[src/rtl/serial_compare_arbiter.sv]
// serial_compare_arbiter: two-requester round-robin front end sharing one MSB-first bit-serial unsigned comparator
module serial_compare_arbiter #(
    parameter int WIDTH = 8
) (
    input  logic             clk,
    input  logic             rst_n,
    input  logic             req0_valid,
    output logic             req0_ready,
    input  logic [WIDTH-1:0] req0_a,
    input  logic [WIDTH-1:0] req0_b,
    input  logic             req1_valid,
    output logic             req1_ready,
    input  logic [WIDTH-1:0] req1_a,
    input  logic [WIDTH-1:0] req1_b,
    output logic             res_valid,
    input  logic             res_ready,
    output logic             res_id,
    output logic             res_lt,
    output logic             res_eq,
    output logic             res_gt,
    output logic             busy
);
    localparam int IW = (WIDTH > 1) ? $clog2(WIDTH) : 1;

    typedef enum logic [1:0] {IDLE, RUN, DONE} state_t;

    state_t           state, state_nx;
    logic [WIDTH-1:0] a_q, b_q;
    logic [IW-1:0]    idx;
    logic             id_q, lt_q, eq_q, gt_q, last_grant;
    logic             grant, accept, a_bit, b_bit;

    // Arbitration: a lone requester wins; on a tie the one not served last wins
    always_comb begin
        grant  = (req0_valid && req1_valid) ? ~last_grant : req1_valid;
        accept = (state == IDLE) && (grant ? req1_valid : req0_valid);
        a_bit  = a_q[idx];
        b_bit  = b_q[idx];
    end

    // State register
    always_ff @(posedge clk or negedge rst_n) begin
        if (!rst_n) state <= IDLE;
        else        state <= state_nx;
    end

    // Next state: RUN always spans WIDTH cycles, DONE waits for the consumer
    always_comb begin
        state_nx = state;
        case (state)
            IDLE:    if (accept) state_nx = RUN;
            RUN:     if (idx == '0) state_nx = DONE;
            DONE:    if (res_ready) state_nx = IDLE;
            default: state_nx = IDLE;
        endcase
    end

    // Operand capture on accept, then one bit per RUN cycle; the first differing bit decides
    always_ff @(posedge clk or negedge rst_n) begin
        if (!rst_n) begin
            a_q        <= '0;
            b_q        <= '0;
            idx        <= '0;
            id_q       <= 1'b0;
            lt_q       <= 1'b0;
            eq_q       <= 1'b0;
            gt_q       <= 1'b0;
            last_grant <= 1'b1;
        end else if (accept) begin
            a_q        <= grant ? req1_a : req0_a;
            b_q        <= grant ? req1_b : req0_b;
            idx        <= IW'(WIDTH - 1);
            id_q       <= grant;
            lt_q       <= 1'b0;
            eq_q       <= 1'b1;
            gt_q       <= 1'b0;
            last_grant <= grant;
        end else if (state == RUN) begin
            if (eq_q && (a_bit != b_bit)) begin
                eq_q <= 1'b0;
                gt_q <= a_bit;
                lt_q <= b_bit;
            end
            idx <= idx - IW'(1);
        end
    end

    // Outputs: ready only in IDLE for the granted, valid requester; result fields gated to zero outside DONE
    always_comb begin
        req0_ready = (state == IDLE) && !grant && req0_valid;
        req1_ready = (state == IDLE) && grant && req1_valid;
        res_valid  = (state == DONE);
        res_id     = res_valid & id_q;
        res_lt     = res_valid & lt_q;
        res_eq     = res_valid & eq_q;
        res_gt     = res_valid & gt_q;
        busy       = (state != IDLE);
    end
endmodule

[config.mk]
export PLATFORM = sky130hd
export DESIGN_NAME = serial_compare_arbiter
export DESIGN_NICKNAME = d
export VERILOG_FILES = /design/src/rtl/serial_compare_arbiter.sv
export SDC_FILE = /design/constraint.sdc
export NUM_CORES = 1
export LEC_CHECK = 0
export ABC_AREA = 1
export CORE_MARGIN = 2
export CORE_UTILIZATION = 40
export CTS_CLUSTER_SIZE = 14
export DETAILED_ROUTE_END_ITERATION = 7
export GPL_TIMING_DRIVEN = 0
export PLACE_DENSITY = 0.81
export SYNTH_ARGS = -nofsm -noshare
export SYNTH_HDL_FRONTEND = slang
export SYNTH_SLANG_ARGS = --single-unit
[constraint.sdc]
create_clock -name clk -period 4.15 [get_ports clk]
set_clock_uncertainty 0.05 [all_clocks]
set_input_delay 1.245 -clock clk [delete_from_list [all_inputs] [get_ports clk]]
set_output_delay 1.245 -clock clk [all_outputs]
set_load 0.01 [all_outputs]
# Yosys cells after proc, flatten, opt, wreduce, memory -nomap -nowiden
# Cells that the tools add are included.
dict set report classes {
  addsub 1
  multipliers 0
  div 0
  n_lt_le_gt_ge 1
  n_eq_ne 6
  n_shift 0
  mux 23
  n_bitwise 5
  reduce_logical 15
}
# op n
set ops {}
lappend ops {{$mux W8} 2}
lappend ops {{$mux W1} 13}
lappend ops {{$logic_and A1 B1 Y1} 7}
lappend ops {{$bmux W1 S3} 2}
lappend ops {{$mux W2} 3}
lappend ops {{$mux W3} 2}
lappend ops {{$pmux W2 S3} 1}
lappend ops {{$reduce_bool A2 Y1} 3}
lappend ops {{$and A1 B1 Y1} 4}
lappend ops {{$lt A3 B4 Y1 const B} 1}
lappend ops {{$ne A2 B2 Y1 const B} 2}
lappend ops {{$logic_not A3 Y1} 1}
lappend ops {{$reduce_and A3 Y1} 1}
lappend ops {{$sub A3 B1 Y3 const B} 1}
lappend ops {{$eq A2 B1 Y1 const B} 1}
lappend ops {{$eq A2 B2 Y1 const B} 1}
lappend ops {{$logic_not A2 Y1} 1}
lappend ops {{$ne A2 B1 Y1 const B} 1}
lappend ops {{$reduce_and A2 Y1} 1}
lappend ops {{$logic_not A1 Y1} 1}
lappend ops {{$ne A1 B1 Y1} 1}
lappend ops {{$not A1 Y1} 1}
dict set report totals {
  regBits 26
  latch_bits 0
  ram_bits 0
  mem_bits_ro 0
  input_bits 37
  out_inout_bits 8
  elab_cells 60
  n_memories 0
}

# Longest topological paths before layout
# Gate-level depths: netlist of the first run.
dict set report depth {
  depth_word 7
  depth_mapped 11
  ltp_nobuf 10
}

# Least setup slack after synthesis of the first run
# Ideal clock, no wire load.
dict set report synth_timing {
  path_type {input -> output}
  startpoint {input port req0_valid}
  endpoint {output port req0_ready}
  t_arrival_ps 1777
  required_time_ps 2855
  setup_slack_ps 1078
  cell_stages 5
  n_path_buf 1
  cell_sequence {nand2_1 nand2_2 inv_2 buf_6 nor2_1}
}
dict set report synth_between {
  elab_chain_len 5
}
# element line_no
set synth_rtl {}
lappend synth_rtl {{start, declared} 7} ;# input logic req0_valid,
lappend synth_rtl {{$logic_and A1 B1 Y1} 35} ;# grant = (req0_valid && req1_valid) ? ~last_grant : req1_valid;
lappend synth_rtl {{$mux W1} 35}
lappend synth_rtl {{$logic_not A1 Y1} 90} ;# req0_ready = (state == IDLE) && !grant && req0_valid;
lappend synth_rtl {{$logic_and A1 B1 Y1} 90}
lappend synth_rtl {{$logic_and A1 B1 Y1 (*)} 90}
lappend synth_rtl {{end, declared} 8} ;# output logic req0_ready,
# Every way passes the cells marked *; elsewhere a longest branch is shown, timed or not.

# Final worst setup path of the first run
# Ends and elaborated chain as after synthesis.

==> results of run 1 <==
## synthesized netlist by cell type (all sizes together)
cell type | count | area share [%]
o21ai | 20 | 7.5
nand2 | 50 | 14
dfstp | 1 | 1.8
o22ai | 16 | 6.8
nand3 | 20 | 7.4
dfrtp | 25 | 42
buf | 6 | 3.2
nor2 | 25 | 6.8
ha | 2 | 1.7
inv | 31 | 8.4
## final cells by class
cell class | instances | area, um2 | share of cell area [%]
timing repair buffer | 44 | 439.2 | 21.63
buffer | 6 | 47.55 | 2.341
sequential | 26 | 651.9 | 32.10
clock buffer | 4 | 45.04 | 2.218
tap | 48 | 60.06 | 2.957
inverter | 31 | 123.9 | 6.100
multi-input combinational | 133 | 663.1 | 32.66
## state kept, by name, summed over array words and instances (netlist names)
name        cells
id_q            1
a_q             8
eq_q            1
gt_q            1
last_grant      1
idx             3
state           2
lt_q            1
b_q             8
## path summary, 6_finish.rpt
| path | endpoint | slack (ns) |
|---|---|---|
| worst min register to register | last_grant$_DFFE_PN1P_ | 0.43 |
| max in group asynchronous | state[1]$_DFFE_PN0P_ | 1.82 |
| worst min-delay path | last_grant$_DFFE_PN1P_ | 0.43 |
| min in group asynchronous | b_q[4]$_DFFE_PN0P_ | 1.54 |
| worst max-delay path | req0_ready | 0.20 |
| worst max register to register | a_q[4]$_DFFE_PN0P_ | 2.76 |
## routing by layer
| layer | track usage (%) | share of wire (%) | up-vias | routed length (um) |
|---|---|---|---|---|
| li1 | - | - | 724 | - |
| met1 | 20.93 | 43 | 646 | 1490 |
| met2 | 32.60 | 50 | 36 | 1744 |
| met3 | 2.604 | 5.1 | 7 | 176 |
| met4 | 7.181 | 2.0 | 0 | 68 |
| met5 | 0 | 0 | - | 0 |
## power by group
| part | switching, W | internal (W) | leakage [nW] |
|---|---|---|---|
| sequential | 0.0000551 | 0.000378 | 0.309 |
| combinational | 0.000448 | 0.000300 | 0.644 |
| clock | 0.0000776 | 0.0000688 | 0.0228 |
## worst register-to-register path, cell delays in order, from the launching register on
cell	delay, ns
dfstp_2	0.53
nand2_1	0.08
nand2_4	0.13
inv_2	0.09
buf_6	0.15
o21ai_0	0.15
o22ai_1	0.10
## metrics by stage
stage                     hold WS, ns  area (um2)  setup TNS, ns
after detailed placement       0.4182        1982        -0.1155
after global placement         0.4034        1982        -0.1209
final                          0.4266        2031              0
after CTS                      0.4328        2031              0
after floorplan                0.3919        1481              0
after global routing           0.4579        2031              0
## cells by family (layout without fill, tap and decap cells)
group	after synthesis	after routing	synth area share, %
adders and majority gates	2	2	1.689
buffers and inverters	37	85	11.57
DFF	26	26	44.00
AOI/OAI and AO/OA	36	36	14.27
and+or+nand+nor	95	95	28.46
==> summary.md, run 1 <==
| Metric | Value |
|---|---|
| CP required | `2.85 ns` |
| Most frequent cells in the layout | `43 x clkdlybuf4s50_1, 41 x nand2_1, 27 x inv_1` |
| Area delta synth->final | `37.08%` |
| Max-cap check violation count | `0` |
| Final Cycle Share | `95.11%` |
| Crit Path Class | `in -> out` |
| RSZ-0062 raised after global routing | `no` |
| Largest delay contributor family on the critical path | `buffers and inverters` |
| CTS clk-pin slew, worst paths | `0.08 ns` |
| Synthesized Nets | `235` |
| Final WL | `3.481 mm` |
| Residual DRC | `0` |
| Share of cells above drive strength 1 | `11.07%` |
| CP Cell Sequence | `clkdlybuf4s50_1 -> nand2_1 -> nand2_4 -> inv_2 -> buf_6 -> nor2_1 -> dlygate4sd2_1` |
| Endpoints failing setup | `0` |
| WP depth | `7` |
| DR WL/cell | `11.92 um` |
| Worst-path cell with the longest stage delay | `clkdlybuf4s50_1` |
| Fin nets | `284` |
| Commonest non-fill, non-tap cell in the layout | `clkdlybuf4s50_1` |
| Vias per inst | `4.839` |
| Drt pass-1 iters | `4` |
| CTS tree | `built` |
| Worst Hold Class | `reg -> reg` |
| Filler cells | `360` |
| Sequential area share after synthesis | `44.00%` |
| H-tree depth | `1` |
| Min Tclk post-route | `3.947 ns` |
| Hold Path Cell Cnt | `2` |
| VDD IR-drop max | `0.2915 mV` |
| Critical Path Sink Type | `output pin` |
| Worst path arrival time | `2.65 ns` |
| WP buf/inv | `4` |
| PD cells | `653.7 mW/mm2` |
| Status | `finished, final reports clean` |
| CTS root buf | `clkbuf_8` |
| Rows | `22` |
| Initial antenna violation count | `0` |
| Average size of a mapped cell | `7.558 um2` |
| Maximum number of pins on one net before global-route repair | `27` |
| PostCTS Resize Cnt | `2` |
| Die W | `64.86 um` |
| Antenna Cells | `0` |
| Worst Tran Pin Value | `1.167 ns` |
| First-pass GRT wire length | `5.837 mm` |
| CTS Hold Bufs | `0` |
| Slew Viols, Final | `0` |
| Post-Layout Cell Count | `292` |
| Highest Clock Rate | `253.3 MHz` |
| Pleak | `0.9757 nW` |
| 1st-iter DRT viols | `32` |
| Final core occ | `56.32%` |
| Hold path startpoint | `last_grant$_DFFE_PN1P_` |
| Num CTS Buffers | `3` |
| Synthesized cell area | `0.001481 mm2` |
| Yosys warnings | `0` |
| Core box area | `0.003606 mm2` |
| GRT Total Usage | `17.91%` |
| I/O pin count | `45` |
| Final Power | `0.001328 W` |
| GP Congestion | `0.8530` |
| Die area | `0.004206 mm2` |
| Grt ovf | `0` |
| Synth cell types | `19` |
| Place WS | `-0.1155 ns` |
| Worst skew pair latency | `0.27 ns` |
| Clock sinks | `26` |
| Buffer count from post-CTS setup fixing | `0` |
| Worst setup startpoint | `req0_valid` |
| Via count | `1413` |
| DP Cell Count | `288` |
| Hold Fails Final Rpt | `0` |
| Cells after synthesis | `196` |
| I/O Buffers | `44` |
| Die span in y | `64.86 um` |
| CP peak stage delay | `0.54 ns` |
| Post-route setup slack | `0.2028 ns` |
| Crit path max fanout | `10` |
| Synthesized flop and latch total | `26` |
| R2r worst-path depth | `6` |
| Crit start category | `primary input` |
| Slew HR | `21.99%` |
| CTS max path bufs | `2` |
| Vias in the first global route | `1393` |
| Hpwl dp | `2.594 mm` |
| Remaining antenna violation count | `0` |
| Reg2Reg Launch Point | `last_grant$_DFFE_PN1P_` |
| Initial Util | `41.08%` |
(Power assumes the default switching activity.)
==> run 2, diff against run 1 <==
--- a/config.mk
+++ b/config.mk
@@ -6,6 +6,7 @@
 export NUM_CORES = 1
 export LEC_CHECK = 0
 export ABC_AREA = 1
+export CORE_ASPECT_RATIO = 1.25
 export CORE_MARGIN = 2
 export CORE_UTILIZATION = 40
 export CTS_CLUSTER_SIZE = 14
==> run 2 against run 1 <==
Compared with the run above:
- via count fell by 0.99%
- combinational power fell by 1%
- worst hold slack about the same
- setup slack lost 0.10 ns
- register-to-register slack worse by 0.02 ns
- critical path type unchanged
- highest routed layer unchanged
==> summary.md, run 2 (synthesized netlist as in run 1, its figures left out) <==
| Metric | Value |
|---|---|
| Status | `finished, final reports clean` |
| Crit path max fanout | `10` |
| Hold path startpoint | `last_grant$_DFFE_PN1P_` |
| Slew Viols, Final | `0` |
| Min Tclk post-route | `4.047 ns` |
| Initial antenna violation count | `0` |
| Worst path arrival time | `2.75 ns` |
| Reg2Reg Launch Point | `last_grant$_DFFE_PN1P_` |
| Worst-path cell with the longest stage delay | `clkdlybuf4s50_1` |
| Max-cap check violation count | `0` |
| Clock sinks | `26` |
| R2r worst-path depth | `6` |
| Worst skew pair latency | `0.27 ns` |
| DR WL/cell | `11.49 um` |
| Final WL | `3.275 mm` |
| CP Cell Sequence | `clkdlybuf4s50_1 -> nand2_4 -> inv_2 -> buf_6 -> nor2_1 -> clkdlybuf4s50_1` |
| First-pass GRT wire length | `6.065 mm` |
| Vias per inst | `4.909` |
| Cell repeated most along the worst path | `clkdlybuf4s50_1` |
| Most frequent cells in the layout | `43 x clkdlybuf4s50_1, 41 x nand2_1, 27 x inv_1` |
| Share of cells above drive strength 1 | `12.20%` |
| Hold Crit Endpoint | `last_grant$_DFFE_PN1P_` |
| Slew HR | `24.47%` |
| Place WS | `-0.09545 ns` |
| Drt pass-1 iters | `4` |
| I/O pin count | `45` |
| Hpwl dp | `2.483 mm` |
| Fin nets | `286` |
| Worst Tran Pin Value | `1.129 ns` |
| Largest delay contributor family on the critical path | `buffers and inverters` |
| Pleak | `0.9953 nW` |
| Filler cells | `323` |
| Antenna Cells | `0` |
| Residual DRC | `0` |
| CTS root buf | `clkbuf_8` |
| Highest Clock Rate | `247.1 MHz` |
| Grt ovf | `0` |
| DP Cell Count | `279` |
| Maximum number of pins on one net before global-route repair | `27` |
| Vias in the first global route | `1460` |
| Hold Path Cell Cnt | `2` |
| Initial Util | `42.17%` |
| Post-Layout Inst Area | `0.002061 mm2` |
| CTS clk-pin slew, worst paths | `0.09 ns` |
| Post-route setup slack | `0.1032 ns` |
| Crit Path Class | `in -> out` |
| Crit start category | `primary input` |
| Endpoints failing setup | `0` |
| CTS tree | `built` |
| GP Congestion | `0.8368` |
| Min Hold Slack | `0.4261 ns` |
| Commonest non-fill, non-tap cell in the layout | `clkdlybuf4s50_1` |
| CP required | `2.85 ns` |
| Final core occ | `58.65%` |
| GRT Total Usage | `18.22%` |
| Critical Path Sink Type | `output pin` |
| Reg2Reg Setup Slack | `2.74 ns` |
| 1st-iter DRT viols | `39` |
| Die area | `0.004209 mm2` |
| CTS Hold Bufs | `0` |
| Rows | `24` |
| PD cells | `668.9 mW/mm2` |
| Die W | `58.43 um` |
| H-tree depth | `1` |
| VDD IR-drop max | `0.3500 mV` |
| Hold Fails Final Rpt | `0` |
| Die span in y | `72.04 um` |
| WP buf/inv | `4` |
| Core box area | `0.003513 mm2` |
| CTS max path bufs | `2` |
| Critical R2R Capture | `b_q[6]$_DFFE_PN0P_` |
| Placed cell area | `0.001971 mm2` |
| Post-Layout Cell Count | `285` |
| Num CTS Buffers | `3` |
| Via count | `1399` |
| Final Cycle Share | `97.51%` |
| Largest regs | `a_q: 8 flops, b_q: 8 flops, idx: 3 flops` |
| Area delta synth->final | `39.10%` |
| I/O Buffers | `44` |
| CP peak stage delay | `0.54 ns` |
| Remaining antenna violation count | `0` |
| Worst Hold Class | `reg -> reg` |
==> run 2: layout make-up <==
cell class | count | area, um2 | area share, %
flip-flops and latches | 26 | 651.9 | 31.63
multi-input cells | 133 | 663.1 | 32.18
plain buffers | 6 | 47.55 | 2.307
inverters | 31 | 123.9 | 6.011
well taps | 39 | 48.80 | 2.368
clock inverters | 1 | 30.03 | 1.457
repair buffers | 46 | 454.2 | 22.04
clock buffers | 3 | 41.29 | 2.004
==> run 2: worst max path at each step <==
stage	from	end	slack, ns	cells after the start
global route	req1_valid	req0_ready	-0.0006	6
CTS	req1_valid	req0_ready	0.06	6
floorplan	req0_valid	req0_ready	1.08	5
detailed placement	req0_valid	req0_ready	-0.1	7
finish	req1_valid	req0_ready	0.10	6
global placement	req0_valid	req0_ready	-0.07	7
==> run 2: tightest hold or removal path: cells and delay by family (launching register included) <==
| family | cells | cell delay (ns) |
|---|---|---|
| flip-flops | 1 | 0.38 |
| AND/OR/NAND/NOR | 2 | 0.10 |
==> run 2: through the flow <==
step	TNS, ns	power, W
floorplan	0	0.0009758
global placement	-0.07108	0.001152
detailed placement	-0.09545	0.001173
CTS	0	0.001387
global route	-0.0006308	0.001519
finish	0	0.001378
==> run 2: where the power goes <==
part | leakage [nW] | total [W] | internal, W | switching [W]
registers | 0.309 | 0.000431 | 0.000378 | 0.0000529
logic | 0.650 | 0.000739 | 0.000305 | 0.000434
clock network | 0.0357 | 0.000209 | 0.000129 | 0.0000795
total | 0.995 | 0.00138 | 0.000812 | 0.000567
==> run 2: repair_timing <==
item	CTS	global route
endpoints found under the setup margin	1	1
pin swaps	0	1
buffers inserted	0	2
gates resized for setup	2	0
==> run 2: metal layers <==
layer | part of all wire, % | routed length (um) | GRT usage, %
met5 | 0 | 0 | 0
met4 | 1.6 | 54 | 7.235
met3 | 3.3 | 108 | 1.604
met2 | 53 | 1729 | 33.08
met1 | 42 | 1383 | 21.74
==> run 3, diff against run 2 <==
--- a/config.mk
+++ b/config.mk
@@ -7,7 +7,6 @@
 export LEC_CHECK = 0
 export ABC_AREA = 1
 export CORE_ASPECT_RATIO = 1.25
-export CORE_MARGIN = 2
 export CORE_UTILIZATION = 40
 export CTS_CLUSTER_SIZE = 14
 export DETAILED_ROUTE_END_ITERATION = 7
==> run 3 against run 2 <==
Compared with the run above:
- combinational power up 0.9%
- routed wire length up 5.6%
- critical endpoint unchanged
- register-to-register slack better by 0.02 ns
- first-iteration DRC count decreased by 13%
- critical path type unchanged
==> summary.md, run 3 (synthesized netlist as in run 1, its figures left out) <==
| Metric | Value |
|---|---|
| NetSw | `0.0005789 W` |
| Post-Layout Inst Area | `0.002056 mm2` |
| CTS clk-pin slew, worst paths | `0.09 ns` |
| Crit Path Class | `in -> out` |
| Antenna Cells | `0` |
| Num CTS Buffers | `3` |
| CTS tree | `built` |
| Filler cells | `323` |
| Commonest non-fill, non-tap cell in the layout | `clkdlybuf4s50_1` |
| Portion of total power attributed to sequential cells | `31.2%` |
| Max-cap check violation count | `0` |
| Die area | `0.003952 mm2` |
| PD cells | `675.9 mW/mm2` |
| Min Tclk post-route | `3.917 ns` |
| Grt ovf | `0` |
| Slew HR | `22.96%` |
| Rows | `24` |
| Initial antenna violation count | `0` |
| Area of the multi-input gates | `663.1 um2` |
| Worst Tran Pin Value | `1.152 ns` |
| Crit start category | `primary input` |
| Die W | `56.43 um` |
| Most frequent cells in the layout | `42 x clkdlybuf4s50_1, 41 x nand2_1, 27 x inv_1` |
| I/O pin count | `45` |
| Highest Clock Rate | `255.3 MHz` |
| Core box area | `0.003513 mm2` |
| Vias in the first global route | `1417` |
| RSZ-0062 raised after global routing | `no` |
| Placed cell area | `0.001971 mm2` |
| Share of cells above drive strength 1 | `11.84%` |
| Critical Path Sink Type | `output pin` |
| Clock network fraction of design power | `15.1%` |
| CP required | `2.85 ns` |
| Endpoints failing setup | `0` |
| Vias per inst | `5.067` |
| Hold Fails Final Rpt | `0` |
| Combinational power share | `53.7%` |
| Post-Layout Cell Count | `284` |
| Worst skew pair latency | `0.27 ns` |
| Maximum number of pins on one net before global-route repair | `27` |
| H-tree depth | `1` |
| CTS max path bufs | `2` |
| Largest regs | `a_q: 8 flops, b_q: 8 flops, idx: 3 flops` |
| GRT Total Usage | `19.64%` |
| Via count | `1439` |
| Initial Util | `42.17%` |
| Die span in y | `70.04 um` |
| Hpwl dp | `2.677 mm` |
| 1st-iter DRT viols | `34` |
| Fin nets | `285` |
| Clock sinks | `26` |
| Worst Hold Class | `reg -> reg` |
| Remaining antenna violation count | `0` |
| VDD IR-drop max | `0.3697 mV` |
| Internal | `0.0008106 W` |
| Sw frac | `41.67%` |
| Status | `finished, final reports clean` |
| Final Cycle Share | `94.38%` |
| Slew Viols, Final | `0` |
| Final WL | `3.458 mm` |
| First-pass GRT wire length | `6.120 mm` |
| Reg area | `651.9 um2` |
| Residual DRC | `0` |
| DR WL/cell | `12.18 um` |
| Worst path arrival time | `2.62 ns` |
| Pleak | `0.9998 nW` |
| Drt pass-1 iters | `4` |
| Area delta synth->final | `38.77%` |
| Crit path max fanout | `10` |
| CTS root buf | `clkbuf_8` |
| DP Cell Count | `279` |
| I/O Buffers | `44` |
| GP Congestion | `0.8662` |
[run 3: changes by cell type in the layout (fill, tap and decap cells not counted), sizes merged]
| cell | before | now |
|---|---|---|
| buf | 8 | 7 |
| clkdlybuf4s50 | 43 | 42 |
| dlymetal6s2s | 0 | 1 |
[run 3: final timing paths]
kind                                             start                     end  slack, ns  cells after the start
min in group asynchronous                        rst_n      b_q[4]$_DFFE_PN0P_       1.53                      1
max in group asynchronous                        rst_n        id_q$_DFFE_PN0P_       1.83                      1
worst max register to register  last_grant$_DFFE_PN1P_      b_q[6]$_DFFE_PN0P_       2.76                      6
worst max-delay path                        req0_valid              req0_ready       0.23                      7
worst min-delay path            last_grant$_DFFE_PN1P_  last_grant$_DFFE_PN1P_       0.43                      2
worst min register to register  last_grant$_DFFE_PN1P_  last_grant$_DFFE_PN1P_       0.43                      2
[run 3: final cells by class]
| class | count | area share [%] |
|---|---|---|
| multi-input combinational | 133 | 32.26 |
| clock inverter | 1 | 1.461 |
| clock buffer | 3 | 2.009 |
| buffer | 6 | 2.313 |
| sequential | 26 | 31.71 |
| tap | 39 | 2.374 |
| inverter | 31 | 6.026 |
| timing repair buffer | 45 | 21.85 |
[run 3: per-stage QoR]
| stage | setup WS [ns] | total power, W | setup TNS, ns | utilization [%] | hold slack, ns |
|---|---|---|---|---|---|
| final | 0.2332 | 0.001390 | 0 | 58.51 | 0.4279 |
| after global routing | 0.1044 | 0.001529 | 0 | 58.51 | 0.4590 |
| after CTS | 0.06604 | 0.001396 | 0 | 58.23 | 0.4295 |
| after detailed placement | -0.09745 | 0.001183 | -0.09745 | 56.09 | 0.4119 |
| after global placement | -0.06628 | 0.001154 | -0.06628 | 56.09 | 0.4073 |
| after floorplan | 1.078 | 0.0009758 | 0 | - | 0.3919 |
[run 3: critical path, cell delays in order]
cell and delay [ns]:
dlygate4sd2_1 0.29, nand2_1 0.12, nand2_4 0.13, inv_2 0.08, buf_6 0.14, nor2_1 0.08, clkdlybuf4s50_1 0.53
[run 3: power groups by stage]
stage	clock (W)	combinational, W	sequential, W
floorplan	0	0.000551	0.000425
global placement	0	0.000721	0.000433
detailed placement	0	0.000744	0.000439
CTS	0.000213	0.000749	0.000434
global route	0.000225	0.000855	0.000449
finish	0.000210	0.000746	0.000433
[run 3: metal layers]
metal | GRT usage [%] | wire [um] | vias up
met2 | 34.64 | 1897 | 37
met1 | 23.99 | 1412 | 670
met4 | 8.401 | 70 | 0
met3 | 1.852 | 78 | 6
li1 | - | - | 726
met5 | 0 | 0 | -
[run 3: what timing repair did]
item | 4_1_cts | 5_1_grt
hold buffers | 0 | 0
gates resized for setup | 2 | 1
pin swaps | 0 | 1
hold endpoints to repair | 0 | 0
setup endpoints to repair | 1 | 1
cloned | 0 | 0
setup buffers | 0 | 1
